==> config.mk <==
export PLATFORM = sky130hd
export DESIGN_NAME = if_fetch_unit_flat
export DESIGN_NICKNAME = d
export VERILOG_FILES = /design/src/rtl/if_fetch_unit_if.sv /design/src/rtl/if_fetch_unit.sv /design/src/flat_wrapper.sv
export SDC_FILE = /design/constraint.sdc
export NUM_CORES = 1
export LEC_CHECK = 0
export BUFFER_PORTS_ARGS = -buffer_cell sky130_fd_sc_hd__buf_4
export CORE_MARGIN = 1
export CORE_UTILIZATION = 55
export DETAILED_ROUTE_END_ITERATION = 10
export GPL_TIMING_DRIVEN = 0
export PLACE_DENSITY = 0.8
export SYNTH_ARGS = -nofsm -noshare
export SYNTH_HDL_FRONTEND = slang
export SYNTH_SLANG_ARGS = --single-unit
==> constraint.sdc <==
create_clock -name clk -period 7.55 [get_ports clk]
set_clock_uncertainty 0.05 [all_clocks]
set_input_delay 0.755 -clock clk [delete_from_list [all_inputs] [get_ports clk]]
set_output_delay 0.755 -clock clk [all_outputs]
set_load 0.01 [all_outputs]
==> src/rtl/if_fetch_unit_if.sv <==
// Instruction-memory request/response bundle between the fetch unit (master) and imem (slave).
interface if_fetch_unit_if;
  logic        imem_req;
  logic [31:0] imem_addr;
  logic        imem_ack;
  logic [31:0] imem_rdata;

  modport master (
    output imem_req,
    output imem_addr,
    input  imem_ack,
    input  imem_rdata
  );

  modport slave (
    input  imem_req,
    input  imem_addr,
    output imem_ack,
    output imem_rdata
  );
endinterface

==> src/rtl/if_fetch_unit.sv <==
// Instruction fetch stage: owns the fetch PC, one outstanding imem request, prefetch FIFO to IF/ID.
// Optional FETCH_PERF_CNT_EN adds perf_fetched/perf_bubbles saturating counters.
module if_fetch_unit #(
  parameter logic [31:0] RESET_PC   = 32'h0000_0000,
  parameter int          FIFO_DEPTH = 2,
  parameter logic [31:0] NOP_INSTR  = 32'h0000_0013
) (
  input  logic                  clk,
  input  logic                  rst,
  input  logic                  stall,
  input  logic                  redirect_valid,
  input  logic [31:0]           redirect_pc,
  if_fetch_unit_if.master       bus,
  output logic [31:0]           pc_out,
  output logic [31:0]           instr_out,
  output logic                  valid_out,
  output logic                  flush_out
`ifdef FETCH_PERF_CNT_EN
  ,
  output logic [31:0]           perf_fetched,
  output logic [31:0]           perf_bubbles
`endif
);

  localparam int PTR_W = $clog2(FIFO_DEPTH);
  localparam int CNT_W = PTR_W + 1;

  typedef enum logic {FETCH, DISCARD} state_t;

  state_t             state, state_next;
  logic [31:0]        fetch_pc;
  logic [31:0]        discard_addr;
  logic [31:0]        fifo_pc    [FIFO_DEPTH];
  logic [31:0]        fifo_instr [FIFO_DEPTH];
  logic [PTR_W-1:0]   rd_ptr, wr_ptr;
  logic [CNT_W-1:0]   count;
  logic               push, pop;

  always_ff @(posedge clk or negedge rst) begin
    if (!rst) state <= FETCH;
    else      state <= state_next;
  end

  // A request held in FETCH never loses its slot: count cannot grow until that request is acked.
  always_comb begin
    state_next     = state;
    bus.imem_req   = 1'b0;
    bus.imem_addr  = fetch_pc;
    push           = 1'b0;
    case (state)
      FETCH: begin
        bus.imem_req = rst && (count < CNT_W'(FIFO_DEPTH));
        push         = bus.imem_req && bus.imem_ack && !redirect_valid;
        if (redirect_valid && bus.imem_req && !bus.imem_ack) state_next = DISCARD;
      end
      DISCARD: begin
        bus.imem_req  = rst;
        bus.imem_addr = discard_addr;
        if (bus.imem_ack) state_next = FETCH;
      end
      default: state_next = FETCH;
    endcase
  end

  assign valid_out = (count != '0);
  assign pop       = valid_out && !stall && !redirect_valid;
  assign flush_out = redirect_valid && rst;
  assign pc_out    = valid_out ? fifo_pc[rd_ptr]    : 32'h0;
  assign instr_out = valid_out ? fifo_instr[rd_ptr] : NOP_INSTR;

  always_ff @(posedge clk or negedge rst) begin
    if (!rst) begin
      fetch_pc     <= RESET_PC;
      discard_addr <= RESET_PC;
      rd_ptr       <= '0;
      wr_ptr       <= '0;
      count        <= '0;
    end else if (redirect_valid) begin
      fetch_pc <= {redirect_pc[31:2], 2'b00};
      rd_ptr   <= '0;
      wr_ptr   <= '0;
      count    <= '0;
      if (state == FETCH) discard_addr <= bus.imem_addr;
    end else begin
      if (push) begin
        fetch_pc <= fetch_pc + 32'd4;
        wr_ptr   <= wr_ptr + PTR_W'(1);
      end
      if (pop) rd_ptr <= rd_ptr + PTR_W'(1);
      case ({push, pop})
        2'b10:   count <= count + CNT_W'(1);
        2'b01:   count <= count - CNT_W'(1);
        default: count <= count;
      endcase
    end
  end

  always_ff @(posedge clk) begin
    if (push) begin
      fifo_pc[wr_ptr]    <= bus.imem_addr;
      fifo_instr[wr_ptr] <= bus.imem_rdata;
    end
  end

`ifdef FETCH_PERF_CNT_EN
  always_ff @(posedge clk or negedge rst) begin
    if (!rst) begin
      perf_fetched <= '0;
      perf_bubbles <= '0;
    end else begin
      if (push && perf_fetched != 32'hFFFF_FFFF) perf_fetched <= perf_fetched + 32'd1;
      if (!valid_out && !stall && perf_bubbles != 32'hFFFF_FFFF) perf_bubbles <= perf_bubbles + 32'd1;
    end
  end
`endif

endmodule

==> src/flat_wrapper.sv <==
// flat-port wrapper written by rule: the top's interface ports become plain ports
module if_fetch_unit_flat 
#(
  parameter logic [31:0] RESET_PC   = 32'h0000_0000,
  parameter int          FIFO_DEPTH = 2,
  parameter logic [31:0] NOP_INSTR  = 32'h0000_0013
)
  (clk, rst, stall, redirect_valid, redirect_pc, pc_out, instr_out, valid_out, flush_out, bus_imem_req, bus_imem_addr, bus_imem_ack, bus_imem_rdata);
  if_fetch_unit_if bus_i ();
  input  logic clk;
  input  logic rst;
  input  logic stall;
  input  logic redirect_valid;
  input  logic [31:0] redirect_pc;
  output logic [31:0] pc_out;
  output logic [31:0] instr_out;
  output logic valid_out;
  output logic flush_out;
  output wire logic [$bits(bus_i.imem_req)-1:0] bus_imem_req;
  output wire logic [$bits(bus_i.imem_addr)-1:0] bus_imem_addr;
  input wire logic [$bits(bus_i.imem_ack)-1:0] bus_imem_ack;
  input wire logic [$bits(bus_i.imem_rdata)-1:0] bus_imem_rdata;
  assign bus_imem_req = bus_i.imem_req;
  assign bus_imem_addr = bus_i.imem_addr;
  assign bus_i.imem_ack = bus_imem_ack;
  assign bus_i.imem_rdata = bus_imem_rdata;
  if_fetch_unit #(.RESET_PC(RESET_PC), .FIFO_DEPTH(FIFO_DEPTH), .NOP_INSTR(NOP_INSTR)) u_core (.clk(clk), .rst(rst), .stall(stall), .redirect_valid(redirect_valid), .redirect_pc(redirect_pc), .bus(bus_i), .pc_out(pc_out), .instr_out(instr_out), .valid_out(valid_out), .flush_out(flush_out));
endmodule
======== Word-level counts from Yosys, hierarchy flattened ========
Memory sizes are Yosys's and may differ from the RTL's.
Cells that the tools add are included.
storage, ports and cells
  bits in registers ....................... 69
  bits in writable memories ............... 128
  output and inout bits ................... 99
  memories ................................ 2
cells by class
  add/subtract/negate cells ............... 5
  magnitude comparators ................... 1
  equal/unequal tests ..................... 2
  muxes and demuxes ....................... 18
  bitwise logic cells ..................... 1
  reductions and logical operators ........ 16
memory list
  name               depth  width  rd ports  clocked after memory_dff  write ports  RTL line             text
  u_core.fifo_instr  2      32     1         0                         1            if_fetch_unit.sv:34  logic [31:0] fifo_instr [FIFO_DEPTH];
  u_core.fifo_pc     2      32     1         0                         1            if_fetch_unit.sv:33  logic [31:0] fifo_pc [FIFO_DEPTH];
operators with widths
  operator                 count
  $mux W32                 5
  $add A32 B3 Y32 const B  1
  $mux W1                  9
  $logic_and A1 B1 Y1      8
  $reduce_bool A2 Y1       3
  $pmux W1 S2              2
  $pmux W2 S2              1
  $logic_not A1 Y1         3
  $reduce_bool A3 Y1       1
  $add A1 B1 Y1 const B    2
  $add A2 B1 Y2 const B    1
  $eq A2 B1 Y1 const B     1
  $eq A2 B2 Y1 const B     1
  $lt A2 B2 Y1 const B     1
  $mux W2                  1
  $reduce_and A2 Y1        1
  $sub A2 B1 Y2 const B    1
  $not A1 Y1               1

======== Logic depth before layout (Yosys ltp) ========
Gate-level depths: netlist of the first run.
  depth in word-level cells ............... 8
  gate-level depth with buffers ........... 7
  mapped depth without buffers ............ 4

======== Least setup slack after synthesis of the first run ========
No wires, ideal clock.
  path kind ............................... input-to-reg
  from .................................... in redirect_valid
  to ...................................... mem u_core.fifo_instr[0][0], enable pin
  setup time .............................. 0.565 ns
  arrival time ............................ 5.535 ns
  data required time ...................... 6.935 ns
  path slack .............................. 1.400 ns
  stages on the path ...................... 3
  cell sequence ........................... clkbuf_1 > clkbuf_1 > nor3_1
on the way
  word-level cells in the longest chain between the ends .. 5
RTL lines
  item                           RTL line              text
  start, declared                flat_wrapper.sv:13    input logic redirect_valid;
  $logic_not A1 Y1               if_fetch_unit.sv:53   push = bus.imem_req && bus.imem_ack && !redirect_valid;
  $logic_and A1 B1 Y1            if_fetch_unit.sv:53
  $mux W1                        if_fetch_unit.sv:50   case (state)
  $mux W1                        if_fetch_unit.sv:99   if (push) begin
  $mux W1 (not written as such)  if_fetch_unit.sv:101  fifo_instr[wr_ptr] <= bus.imem_rdata;
  end, declared                  if_fetch_unit.sv:34
No other way between the ends.

======== Worst setup path in the final report of the first run ========
  from .................................... in rst
  to ...................................... mem u_core.fifo_instr[1][9], enable pin
on the way
  word-level cells in the longest chain between the ends .. 6
RTL lines
  item                               RTL line              text
  start, declared                    flat_wrapper.sv:11    input logic rst;
  $logic_and A1 B1 Y1                if_fetch_unit.sv:52   bus.imem_req = rst && (count < CNT_W'(FIFO_DEPTH));
  $logic_and A1 B1 Y1 (2 in series)  if_fetch_unit.sv:53
  $mux W1                            if_fetch_unit.sv:50
  $mux W1                            if_fetch_unit.sv:99
  $mux W1 (not written as such)      if_fetch_unit.sv:101
No other way between the ends.

==> metrics.cfg, run 1 <==
[outcome]
status=complete, but fails checks
violations=design-rule violations

[die]
die_y_microns=125
core_sq_um=14600
core.rowCount=44
die_x_microns=125
ios=168
die_area_sq_um=15600
start_util=0.567

[clock_network]
cts_made_buffers=17
postCtsSetupBuffers=0
path_clk_slew_ns=0.07
cts_tree=built
insertion_delay_ns=0.43
ctsResizeCount=0
cts.sinks=195
cts_root_buffer=clkbuf_16
hold_buffers=0
htree_levels=4
clockBufferDepth=2

[routing]
routedWlPerCell_microns=18.7
vias_per_cell=5.70
drt_iter0_markers=615
num_vias=5684
dr.pass1.iters=8
drc=28
detail-route-antenna-nets=0
drt_wl_total_microns=18600

[logic_synthesis]
synth_area_sq_um=8310
syn_area_per_cell_sq_um=13.6
ys_seq_area_frac=0.664
yosysUniqueCellTypes=36
synthCells=611
synth_nets=681
ys_warn_count=0
synth-seq-cells=195

[pwr]
irDropWorstVdd_uv=173
report.power.total_uw=2480
power_leakage_uw=0.00398
cellPowerDensity_nw_per_um2=237

[layout]
area_growth_pct=25.9
layout_commonest_cell=buf_4
layout_common_cells=165 x buf_4, 128 x edfxtp_1, 83 x nor2_1
drive_gt1_frac=0.317
antenna_cells=0
finalNetCount=871

[global_routing]
antenna_found_initial=0
grt_pass1_vias=5640
grt_start_max_net_pins=73
grt_pass1_wl_microns=29600
track_usage=0.248
grt.overflow.total=0

[sta]
slew_violations=0
period_share=0.447
period_needed_ns=3.38
finalSetupViolations=0
hold_viol=0
worst_slew_pin_slew_ns=0.972
clock.fmax_mhz=296
fin_ws_ns=4.17
rsz0062_at_grt=false
relSlewSlack=0.350

[placed_design]
gp_congestion=0.863
port_buffers=165
pre_cts_ws_ns=3.67
hpwl_microns=13000

[worst_setup_path]
crit_path_max_fanout=72
worstPathArrival_ns=3.38
crit_type=primary input to flip-flop
cp-start-kind=primary input
end_kind=flip-flop
crit_required_ns=7.55

[min_path]
worstHoldPathType=primary input to async pin

[job]
drv_cap=0

[routing by layer]
metal | vias to the layer above | track usage | part of all wire
met3 | 29 | 0.0485 | 0.063
met5 | - | 0 | 0
li1 | 2650 | - | -
met2 | 223 | 0.403 | 0.49
met4 | 0 | 0.0954 | 0.022
met1 | 2782 | 0.334 | 0.43
[registers in the layout, summed over array words and instances (netlist names)]
register / count
u_core.count: 2
u_core.wr_ptr: 1
u_core.rd_ptr: 1
u_core.discard_addr: 32
u_core.fetch_pc: 30
u_core.fifo_pc: 64
u_core.state: 1
u_core.fifo_instr: 64
[worst max-delay path, stage by stage]
cell and delay [ns]:
buf_4 0.66, nor4bb_1 0.31, clkbuf_1 0.27, clkbuf_1 0.44
and3_4 0.89
[cells in the mapped netlist]
cell type / number / area share
a21boi_0: 1 / 0.00090
a21o_1: 1 / 0.00090
a21oi_1: 3 / 0.0018
a22oi_1: 1 / 0.00090
a31oi_1: 17 / 0.013
and2_1: 7 / 0.0053
and3_1: 4 / 0.0030
and4_1: 4 / 0.0042
buf_1: 3 / 0.0014
buf_2: 3 / 0.0018
clkbuf_1: 28 / 0.013
dfrtp_1: 67 / 0.20
edfxtp_1: 128 / 0.46
ha_1: 1 / 0.0015
inv_1: 8 / 0.0036
mux2_2: 53 / 0.072
mux2i_1: 65 / 0.078
nand2_1: 34 / 0.015
nand3_1: 11 / 0.0066
nand4_1: 12 / 0.0090
nand4_4: 1 / 0.0026
nand4b_1: 1 / 0.0011
nor2_1: 83 / 0.038
nor3_1: 1 / 0.00060
nor3b_1: 1 / 0.00090
nor4bb_1: 1 / 0.0012
o211ai_1: 3 / 0.0027
o21ai_0: 20 / 0.012
o21ai_1: 1 / 0.00060
o31ai_1: 13 / 0.012
o41ai_1: 1 / 0.0011
or2_1: 1 / 0.00075
or3_1: 4 / 0.0030
or4_1: 18 / 0.016
xnor2_1: 6 / 0.0063
xor2_1: 5 / 0.0053
[power by group]
part / switching, uW / internal (uW)
clock: 362 / 547
sequential: 47.9 / 1210
combinational: 160 / 148
total: 570 / 1910
[per-stage QoR]
step	cell area (sq um)	hold slack [ns]	util	setup TNS, ns	std cells
floorplan	8310	0.395	-	0	611
global placement	9780	0.412	0.668	-80.37	960
detailed placement	9850	0.421	0.673	0	966
CTS	10500	0.422	0.715	0	998
global route	10500	0.444	0.715	0	998
finish	10500	0.391	0.715	0	998
[cells by family (layout without fill, tap and decap cells)]
group,count (synthesis),after routing,synth area share
buffers and inverters,42,245,0.0194
xor gates and xnor gates,11,11,0.0116
muxes,118,118,0.150
DFF,195,195,0.664
AOI/OAI and AO/OA,61,61,0.0455
adders and majority gates,1,1,0.00151
and+or+nand+nor,183,183,0.107
[final timing paths]
| check | from | to | slack, ns | depth (start not counted) |
|---|---|---|---|---|
| max | rst | u_core.fifo_instr[1][9]$_DFFE_PP_ | 4.17 | 5 |
| max in group asynchronous | rst | u_core.discard_addr[23]$_DFFE_PN0P_ | 6.46 | 1 |
| max reg2reg | u_core.count[1]$_DFFE_PN0P_ | u_core.fifo_instr[1][9]$_DFFE_PP_ | 4.74 | 4 |
| min reg2reg | u_core.discard_addr[23]$_DFFE_PN0P_ | u_core.discard_addr[23]$_DFFE_PN0P_ | 0.44 | 2 |
| min | rst | u_core.fetch_pc[6]$_DFFE_PN0P_ | 0.39 | 1 |
| min in group clk | u_core.discard_addr[23]$_DFFE_PN0P_ | u_core.discard_addr[23]$_DFFE_PN0P_ | 0.44 | 2 |
[layout make-up]
cell class / instances / area (sq um)
fill: 985 / 4180
clock inverter: 2 / 35.0
buffer: 34 / 131
clock buffer: 30 / 574
inverter: 8 / 30.0
sequential: 195 / 5520
timing repair buffer: 171 / 1310
multi-input combinational: 374 / 2640
tap: 184 / 230
No activity file was read; power rests on OpenSTA's default activity.
==> run 2: changes to the inputs <==
Clock period 7.55 ns to 3.4 ns, I/O delays scaled along.
==> metrics.cfg, run 2 (synthesized netlist as in run 1, its figures left out) <==
[placed_design]
gp_congestion=0.873
pre_cts_ws_ns=-0.0383
port_buffers=165
hpwl_microns=12900

[global_routing]
grt_start_max_net_pins=73
grt_pass1_wl_microns=28400
antenna_found_initial=0
grt_pass1_vias=5520
track_usage=0.240
grt.overflow.total=0

[die]
core_sq_um=14600
die_y_microns=125
die_area_sq_um=15600
start_util=0.567
die_x_microns=125
ios=168
core.rowCount=44

[sta]
hold_slack_ns=-0.0201
fin_ws_ns=0.405
clock.fmax_mhz=334
period_share=0.881
finalSetupViolations=0
rsz0062_at_grt=false
fin_setup_tns_ns=0
slew_violations=0
worst_slew_pin_slew_ns=0.964
hold_viol=7
period_needed_ns=3.00
relSlewSlack=0.355

[clock_network]
clockBufferDepth=2
cts.sinks=195
path_clk_slew_ns=0.06
ctsResizeCount=0
cts_made_buffers=17
insertion_delay_ns=0.42
htree_levels=4
cts_tree=built
cts_root_buffer=clkbuf_16
postCtsSetupBuffers=0
hold_buffers=0

[layout]
drive_gt1_frac=0.313
final_util=0.713
top_regs=u_core.fifo_instr x64, u_core.fifo_pc x64, u_core.discard_addr x32
finalNetCount=868
layout_common_cells=165 x buf_4, 128 x edfxtp_1, 83 x nor2_1
layout_commonest_cell=buf_4
area_growth_pct=25.6
antenna_cells=0

[routing]
vias_per_cell=5.66
detail-route-antenna-nets=0
drc=24
dr.pass1.iters=8
routedWlPerCell_microns=18.5
num_vias=5634
drt_iter0_markers=467
drt_wl_total_microns=18400

[worst_setup_path]
crit_path_max_fanout=72
crit_type=primary input to flip-flop
end_kind=flip-flop
worstSetupStartpoint=rst
worstPathArrival_ns=2.99
r2r-start=u_core.count[1]$_DFFE_PN0P_
crit_required_ns=3.39
cp-start-kind=primary input

[pwr]
irDropWorstVdd_uv=392
report.power.total_uw=5440
cellPowerDensity_nw_per_um2=521
power_leakage_uw=0.00395

[min_path]
worstHoldPathType=primary input to async pin

[outcome]
status=complete, but fails checks
violations=design-rule violations, negative hold slack

[job]
drv_cap=0

-- run 2: report_power, final --
group	total [uW]	internal, uW	switching, uW
logic	683	330	353
clock network	1960	1150	815
registers	2790	2690	103
total	5440	4170	1270
-- run 2: layout make-up --
class,instances,area [sq um]
fillers,1036,4210
plain buffers,34,131
clock inverters,12,139
flip-flops and latches,195,5520
inverters,8,30.0
clock buffers,20,437
multi-input cells,374,2640
well taps,184,230
repair buffers,168,1310
-- run 2: worst max-delay path, stage by stage --
cell,delay [ns]
buf_4,0.66
nor4bb_1,0.28
clkbuf_1,0.25
clkbuf_1,0.47
and3_4,0.87
-- run 2: final timing paths --
kind,end,slack [ns],cells after the start
worst max-delay path,u_core.fifo_instr[1][25]$_DFFE_PP_,0.40,5
worst min-delay path,u_core.fetch_pc[6]$_DFFE_PN0P_,-0.02,1
worst max register to register,u_core.fifo_instr[1][25]$_DFFE_PP_,0.55,4
worst min register to register,u_core.discard_addr[15]$_DFFE_PN0P_,0.44,2
max in group asynchronous,u_core.fetch_pc[31]$_DFFE_PN0P_,2.74,1
min in group clk,u_core.state$_DFF_PN0_,0.05,2
-- run 2: metrics by stage --
step	instances	area, sq um
floorplan	611	8320
global placement	960	9790
detailed placement	963	9860
CTS	995	10400
global route	995	10400
finish	995	10400
-- run 2: per-layer routing --
| metal | up-vias | global-route usage | part of all wire |
|---|---|---|---|
| met1 | 2735 | 0.320 | 0.42 |
| met3 | 31 | 0.0430 | 0.064 |
| li1 | 2644 | - | - |
| met5 | - | 0 | 0 |
| met4 | 0 | 0.108 | 0.024 |
| met2 | 224 | 0.388 | 0.49 |
==> run 3: changes to the inputs <==
Settings changed: CORE_UTILIZATION 55 to 50, PLACE_DENSITY 0.8 to 0.74.
==> metrics.cfg, run 3 (synthesized netlist as in run 1, its figures left out) <==
[sta]
period_share=0.881
finalSetupViolations=0
hold_viol=18
hold_slack_ns=-0.0198
rsz0062_at_grt=false
fin_setup_tns_ns=0
relSlewSlack=0.368
worst_slew_pin_slew_ns=0.944
clock.fmax_mhz=334
slew_violations=0
period_needed_ns=3.00

[die]
core_sq_um=16100
die_y_microns=131
die_x_microns=131
core.rowCount=46
die_area_sq_um=17100
ios=168
start_util=0.517

[layout]
final_util=0.653
layout_common_cells=165 x buf_4, 128 x edfxtp_1, 83 x nor2_1
antenna_cells=0
fillCellCount=1209
top_regs=u_core.fifo_instr x64, u_core.fifo_pc x64, u_core.discard_addr x32
seq_area_sq_um=5520
layout_commonest_cell=buf_4
area_growth_pct=26.3
drive_gt1_frac=0.311
finalNetCount=868
multi_input_area_sq_um=2640

[placed_design]
hpwl_microns=12900
port_buffers=165
gp_congestion=0.857

[worst_setup_path]
critPathMostFrequentCell=clkbuf_1
cp_num_cells=5
cp_top_family=buffers and inverters
critPathBufInv=3
crit_required_ns=3.40
rr_worst_depth=4
end_kind=flip-flop
crit_path_top_delay_cell=and3_4
cp-start-kind=primary input
worstPathCellList=buf_4, nor4bb_1, clkbuf_1, clkbuf_1, and3_4
worstPathArrival_ns=2.99
crit_path_max_fanout=72
crit_path_max_incr_delay_ns=0.88
crit_type=primary input to flip-flop

[routing]
detail-route-antenna-nets=0
drt_iter0_markers=354
vias_per_cell=5.51
drc=0
dr.pass1.iters=5
routedWlPerCell_microns=17.9
drt_wl_total_microns=18400
num_vias=5660

[clock_network]
ctsResizeCount=0
cts.sinks=195
cts_root_buffer=clkbuf_16
hold_buffers=0
cts_tree=built
path_clk_slew_ns=0.06
htree_levels=4
postCtsSetupBuffers=0
clockBufferDepth=2
cts_made_buffers=17
insertion_delay_ns=0.43

[global_routing]
track_usage=0.219
grt_pass1_vias=5391
antenna_found_initial=0
grt.overflow.total=0
grt_start_max_net_pins=73
grt_pass1_wl_microns=27700

[min_path]
worstHoldPathType=primary input to async pin

[pwr]
swShare=0.232
irDropWorstVdd_uv=384
power_leakage_uw=0.00395
p_sw_uw=1260
p_comb_frac=0.126
p_int_uw=4180
power_frac_seq=0.514
clockPowerShare=0.360
cellPowerDensity_nw_per_um2=518

[outcome]
status=complete, but fails checks
violations=negative hold slack

[job]
drv_cap=0

==> run 3: cell count changes in the layout (fill, tap and decap cells not counted), sizes merged <==
cell | previous run | this run
inv | 8 | 9
clkbuf | 48 | 50
clkinv | 8 | 5
==> run 3: path summary, 6_finish.rpt <==
kind,end,start,slack [ns]
setup / recovery,u_core.fifo_instr[1][23]$_DFFE_PP_,rst,0.40
hold / removal,u_core.fetch_pc[27]$_DFFE_PN0P_,rst,-0.02
setup reg to reg,u_core.fifo_instr[1][23]$_DFFE_PP_,u_core.count[1]$_DFFE_PN0P_,0.58
hold reg to reg,u_core.discard_addr[0]$_DFFE_PN0P_,u_core.discard_addr[0]$_DFFE_PN0P_,0.43
max in group asynchronous,u_core.discard_addr[1]$_DFFE_PN0P_,rst,2.73
min in group clk,u_core.state$_DFF_PN0_,bus_imem_ack,0.04
==> run 3: per-stage QoR <==
step / std cells / instance area, sq um / setup slack, ns / hold WS (ns) / total power (uW)
after floorplan: 611 / 8320 / 0.0992 / -0.00559 / 3180
after global placement: 992 / 9830 / -1.54 / 0.413 / 3480
after detailed placement: 995 / 9920 / -0.0533 / 0.419 / 3520
after CTS: 1027 / 10500 / 0.393 / 0.0124 / 5470
after global routing: 1027 / 10500 / 0.147 / 0.0317 / 5630
final: 1027 / 10500 / 0.404 / -0.0198 / 5440
==> run 3: cell type report <==
cell class | count | share of cell area
Timing Repair Buffer | 168 | 0.126
Tap cell | 216 | 0.0258
Buffer | 34 | 0.0125
Sequential cell | 195 | 0.526
Multi-Input combinational cell | 374 | 0.252
Clock buffer | 22 | 0.0423
Clock inverter | 10 | 0.0126
Inverter | 8 | 0.00286
==> run 3: power groups by stage <==
stage	combinational (uW)	clock (uW)	sequential, uW
4_1_cts	689	1980	2790
5_1_grt	742	2080	2810
6_report	684	1960	2800
3_3_place_gp	651	0	2830
2_1_floorplan	370	0	2810
3_5_place_dp	683	0	2840
==> run 3: per-layer routing <==
metal / global-route usage / part of all wire
met5: 0 / 0
met4: 0.0906 / 0.019
met3: 0.0391 / 0.052
met2: 0.372 / 0.51
met1: 0.279 / 0.42
